### src/rtl/ps2_jump_receiver.sv
// rtl/ps2_jump_receiver.sv - PS/2 device-to-host frame receiver with jump-key make/break decoder
// Optional odd-parity checking is enabled by defining PS2_PARITY_CHECK_EN.
module ps2_jump_receiver #(
    parameter int         CLK_FREQ_HZ    = 50_000_000,
    parameter int         FILTER_LEN     = 8,
    parameter int         TIMEOUT_CYCLES = CLK_FREQ_HZ / 5000,
    parameter logic [7:0] JUMP_CODE      = 8'h29
) (
    input  logic       clk,
    input  logic       reset,
    input  logic       ps2_clk_in,
    input  logic       ps2_data_in,
    output logic [7:0] scan_code,
    output logic       scan_valid,
    output logic       frame_err,
    output logic       jump_held,
    output logic       jump_pulse
);

    localparam int FW = $clog2(FILTER_LEN + 1);
    localparam int TW = $clog2(TIMEOUT_CYCLES + 1);
    localparam logic [FW-1:0] FMAX = FW'(FILTER_LEN - 1);
    localparam logic [TW-1:0] TMAX = TW'(TIMEOUT_CYCLES - 1);

    typedef enum logic [1:0] {IDLE, DATA, PARITY, STOP} state_t;

    logic          clk_s1, clk_s2, dat_s1, dat_s2;
    logic          filt;
    logic [FW-1:0] fcnt;
    logic          fall;

    state_t        state;
    logic [2:0]    bit_cnt;
    logic [7:0]    shreg;
    logic [TW-1:0] tcnt;
    logic          par_ok;
    logic          ext, brk;

    // Sync flops and filter idle high so reset release never looks like a falling edge.
    always_ff @(posedge clk or negedge reset) begin
        if (!reset) begin
            clk_s1 <= 1'b1;
            clk_s2 <= 1'b1;
            dat_s1 <= 1'b1;
            dat_s2 <= 1'b1;
            filt   <= 1'b1;
            fcnt   <= '0;
        end else begin
            clk_s1 <= ps2_clk_in;
            clk_s2 <= clk_s1;
            dat_s1 <= ps2_data_in;
            dat_s2 <= dat_s1;
            if (clk_s2 == filt) begin
                fcnt <= '0;
            end else if (fcnt == FMAX) begin
                filt <= clk_s2;
                fcnt <= '0;
            end else begin
                fcnt <= fcnt + 1'b1;
            end
        end
    end

    assign fall = filt & ~clk_s2 & (fcnt == FMAX);

`ifdef PS2_PARITY_CHECK_EN
    logic par_bit;
    assign par_ok = ^{shreg, par_bit};
`else
    assign par_ok = 1'b1;
`endif

    always_ff @(posedge clk or negedge reset) begin
        if (!reset) begin
            state      <= IDLE;
            bit_cnt    <= '0;
            shreg      <= '0;
            tcnt       <= '0;
            scan_code  <= '0;
            scan_valid <= 1'b0;
            frame_err  <= 1'b0;
`ifdef PS2_PARITY_CHECK_EN
            par_bit    <= 1'b0;
`endif
        end else begin
            scan_valid <= 1'b0;
            frame_err  <= 1'b0;
            if (fall) begin
                tcnt <= '0;
            end else if (tcnt != TMAX) begin
                tcnt <= tcnt + 1'b1;
            end
            if (fall) begin
                case (state)
                    IDLE: begin
                        if (!dat_s2) begin
                            bit_cnt <= '0;
                            state   <= DATA;
                        end
                    end
                    DATA: begin
                        shreg   <= {dat_s2, shreg[7:1]};
                        bit_cnt <= bit_cnt + 1'b1;
                        if (bit_cnt == 3'd7) begin
                            state <= PARITY;
                        end
                    end
                    PARITY: begin
`ifdef PS2_PARITY_CHECK_EN
                        par_bit <= dat_s2;
`endif
                        state <= STOP;
                    end
                    STOP: begin
                        if (dat_s2 && par_ok) begin
                            scan_code  <= shreg;
                            scan_valid <= 1'b1;
                        end else begin
                            frame_err <= 1'b1;
                        end
                        state <= IDLE;
                    end
                    default: state <= IDLE;
                endcase
            end else if (state != IDLE && tcnt == TMAX) begin
                state     <= IDLE;
                frame_err <= 1'b1;
            end
        end
    end

    // E0/F0 are prefixes that qualify the next key byte; E0 29 is a different key.
    always_ff @(posedge clk or negedge reset) begin
        if (!reset) begin
            ext        <= 1'b0;
            brk        <= 1'b0;
            jump_held  <= 1'b0;
            jump_pulse <= 1'b0;
        end else begin
            jump_pulse <= 1'b0;
            if (scan_valid) begin
                if (scan_code == 8'hE0) begin
                    ext <= 1'b1;
                end else if (scan_code == 8'hF0) begin
                    brk <= 1'b1;
                end else begin
                    ext <= 1'b0;
                    brk <= 1'b0;
                    if (scan_code == JUMP_CODE && !ext) begin
                        if (brk) begin
                            jump_held <= 1'b0;
                        end else begin
                            jump_pulse <= ~jump_held;
                            jump_held  <= 1'b1;
                        end
                    end
                end
            end
        end
    end

endmodule

### config.mk
export PLATFORM = sky130hd
export DESIGN_NAME = ps2_jump_receiver
export DESIGN_NICKNAME = d
export VERILOG_FILES = /design/src/rtl/ps2_jump_receiver.sv
export SDC_FILE = /design/constraint.sdc
export NUM_CORES = 1
export LEC_CHECK = 0
export ABC_CLOCK_PERIOD_IN_PS = 2130
export BUFFER_PORTS_ARGS = -buffer_cell sky130_fd_sc_hd__buf_2
export CORE_MARGIN = 2
export CORE_UTILIZATION = 25
export DETAILED_ROUTE_END_ITERATION = 10
export PLACE_DENSITY = 0.49
export SLEW_MARGIN = 30
export SYNTH_ARGS = -nofsm -noshare
export SYNTH_HDL_FRONTEND = slang
export SYNTH_SLANG_ARGS = --single-unit
export TNS_END_PERCENT = 20
### constraint.sdc
create_clock -name clk -period 2.13 [get_ports clk]
set_input_delay 0.213 -clock clk [delete_from_list [all_inputs] [get_ports clk]]
set_output_delay 0.213 -clock clk [all_outputs]
set_load 0.005 [all_outputs]
==> reports/qor.csv <==
metric,value,unit
status,"finished, final reports clean",
Mapped Area,2220,µm²
Synth cell types,35,
Mapped Nets,200,
Final Net Count,225,
Worst path slowest cell,dfstp_2,
wire per inst,11.8,µm
# Post-CTS Setup Buffers,0,
vias,1425,
number of port buffers,15,
power per cell area,730,nW/µm²
Final Max Tran Viols,0,
first-pass GRT wire length,6820,µm
worst-path cell chain,ha_1 > and4b_1 > nand3_1 > mux2_2,
Tmin final,1.89,ns
CTS root buf,clkbuf_8,
clk sinks,50,
Initial Util,25.5,%
"CP delay by family, top",simple AND/OR/NAND/NOR gates,
RSZ-0062 raised after global routing,false,
Setup Total Neg Slack,0,ns
Slew HR,71.6,%
largest net degree at the start of global routing,20,
Final Skew,0.00904,ns
CP Capture Type,flop,
DP HPWL,2760,µm
# DRC,0,
GPL Wtd Cong,0.697,
All-Layer GR Usage,8.60,%
sequential share of the synthesized area,56.7,%
dpl ws,0.212,ns
Area Overhead vs Synth,16.3,%
area share of the largest cell type after synthesis,50.8,%
Critical Path RT,2.32,ns
Skew-Pair Late Insertion Delay,0.30,ns
Post-Syn Area per Cell,11.9,µm²
CP bufs+invs,0,
#FFs+latches synth,50,
Yosys warnings,0,
Die ar.,9640,µm²
vias in the first global route,1373,
Bufs on Longest Clock Path,2,
Startpoint Class,flop,
Detailed Route WL,3790,µm
clock-pin slew on the worst setup and hold paths,0.09,ns
depth of the CTS H-tree,2,
WP data arrival,2.08,ns
CP Class,flop to flop,
slew at the pin with the worst max-slew slack,0.425,ns
Vias/cell,4.44,
die height,98.2,µm
most numerous cell in the Yosys netlist,dfrtp_1,
CTS tree,yes,
Max Cap Viol,0,
row count,34,
GR Overflow Total,0,
number of flops mapped to enable cells by yosys,0,
CTS Buf Count,5,
LEAKAGE,1.24,nW
final hold vios,0,
worst hold-check path type,flop to flop,
dominant cells by area after synthesis,"dfrtp_1 (51%), mux2_2 (8.6%), dfstp_2 (5.9%)",
Max rail drop VDD,262,µV
FMAX,529,MHz
Antenna diodes,0,
Commonest cells post-synth,"dfrtp_1 (45), mux2_2 (17), nor2_1 (16)",
Cells after Synth,187,
core box area,8680,µm²
Die Wd,98.2,µm
period utilization,88.8,%
Util after Layout,29.7,%
post-route ant nets,0,
CP max FO,9,
Pre-antenna DRT Iters,4,
leading area contributor after synthesis,dfrtp_1,
Final setup viols,0,
"Async S/R FF share, synth",100,%
num ports,16,
Iter 0 DRT Violations,71,
Critical Path Max Stage Delay,0.53,ns
PnR worst setup slack,0.239,ns
initial antenna violation count,0,
Post-synth top flop,dfrtp_1,
share of layout cells above drive strength 1,24.9,%
## cell usage in the layout, fill, tap and decap left out, drive strengths merged
cell type / netlist / layout
mux2: 17 / 17
a32o: 2 / 2
mux2i: 2 / 2
nor3: 8 / 8
dlygate4sd3: 0 / 3
nand4b: 2 / 2
dfrtp: 45 / 45
nand4: 5 / 5
clkbuf: 1 / 6
o311a: 1 / 1
a31o: 3 / 3
o21ai: 4 / 4
and4b: 1 / 1
xnor2: 4 / 4
and3: 3 / 3
inv: 7 / 7
nor2: 16 / 16
and4: 1 / 1
bufinv: 0 / 1
or3: 3 / 3
nor4: 1 / 1
ha: 9 / 9
buf: 2 / 18
a21oi: 10 / 10
clkinvlp: 0 / 1
nor2b: 1 / 1
o211ai: 1 / 1
xor2: 5 / 5
nand2b: 1 / 1
nand3: 11 / 11
nand2: 14 / 14
dfstp: 5 / 5
nor4b: 1 / 1
a211oi: 1 / 1
## registers in the layout, summed over array words and instances (netlist names), 2 cells and up
register,cells
bit_cnt,3
fcnt,4
scan_code,8
shreg,8
state,2
tcnt,14
## cells by family (layout without fill, tap and decap cells)
group | count (synthesis) | count (layout) | share of synthesized area, %
compound gates | 22 | 22 | 6.43
mux | 19 | 19 | 9.54
buf+inv | 10 | 36 | 1.75
simple gates | 68 | 68 | 16.9
fa+ha+maj | 9 | 9 | 5.08
xor+xnor | 9 | 9 | 3.56
flops | 50 | 50 | 56.7
## worst paths after layout
path | startpoint | to | slack, ns | depth (start not counted)
setup / recovery | filt | scan_code[1] | 0.24 | 4
hold / removal | clk_s1 | clk_s2 | 0.36 | 0
setup reg to reg | filt | scan_code[1] | 0.24 | 4
hold reg to reg | clk_s1 | clk_s2 | 0.36 | 0
max in group asynchronous | reset | clk_s2 | 1.14 | 3
min in group asynchronous | reset | scan_code[0] | 0.37 | 2
## worst reg2reg max path, stage by stage, from the launching register on
cell     delay, ns
dfstp_2       0.53
ha_1          0.15
and4b_1       0.35
nand3_1       0.37
mux2_2        0.39
## per-stage QoR
step / std cells / instance area, µm² / hold WS (ns) / total power, mW
floorplan: 187 / 2220 / -0.0826 / 1.19
global placement: 310 / 2440 / 0.174 / 1.24
detailed placement: 310 / 2440 / 0.171 / 1.25
CTS: 320 / 2570 / 0.00143 / 1.92
global route: 321 / 2580 / 0.363 / 1.99
finish: 321 / 2580 / 0.359 / 1.88
## area by class of cell
type,count,area (µm²)
Fill cell,904,6100
Sequential cell,50,1260
Multi-Input combinational cell,127,921
Tap cell,108,135
Timing Repair Buffer,21,128
Clock buffer,6,72.6
Clock inverter,2,37.5
Inverter,7,26.3
## routing by layer
metal	up-vias	share of wire, %	global-route usage, %	routed length (µm)
met5	-	0	0	0
met3	5	2.8	2.15	105
met4	0	1.5	3.16	58
met2	14	44	12.0	1660
li1	717	-	-	-
met1	689	52	12.9	1970
## power by group
group / leakage (nW) / total (mW) / internal, mW / switching (mW)
sequential: 0.665 / 1.09 / 1.01 / 0.0717
combinational: 0.523 / 0.143 / 0.0698 / 0.0730
clock: 0.0514 / 0.653 / 0.350 / 0.303
## what timing repair did
item / 4_1_cts / 5_1_grt
hold endpoints to repair: 16 / 1
hold buffers: 2 / 1
resized for setup: 0 / 0
Power figures use the tool's default switching activity.
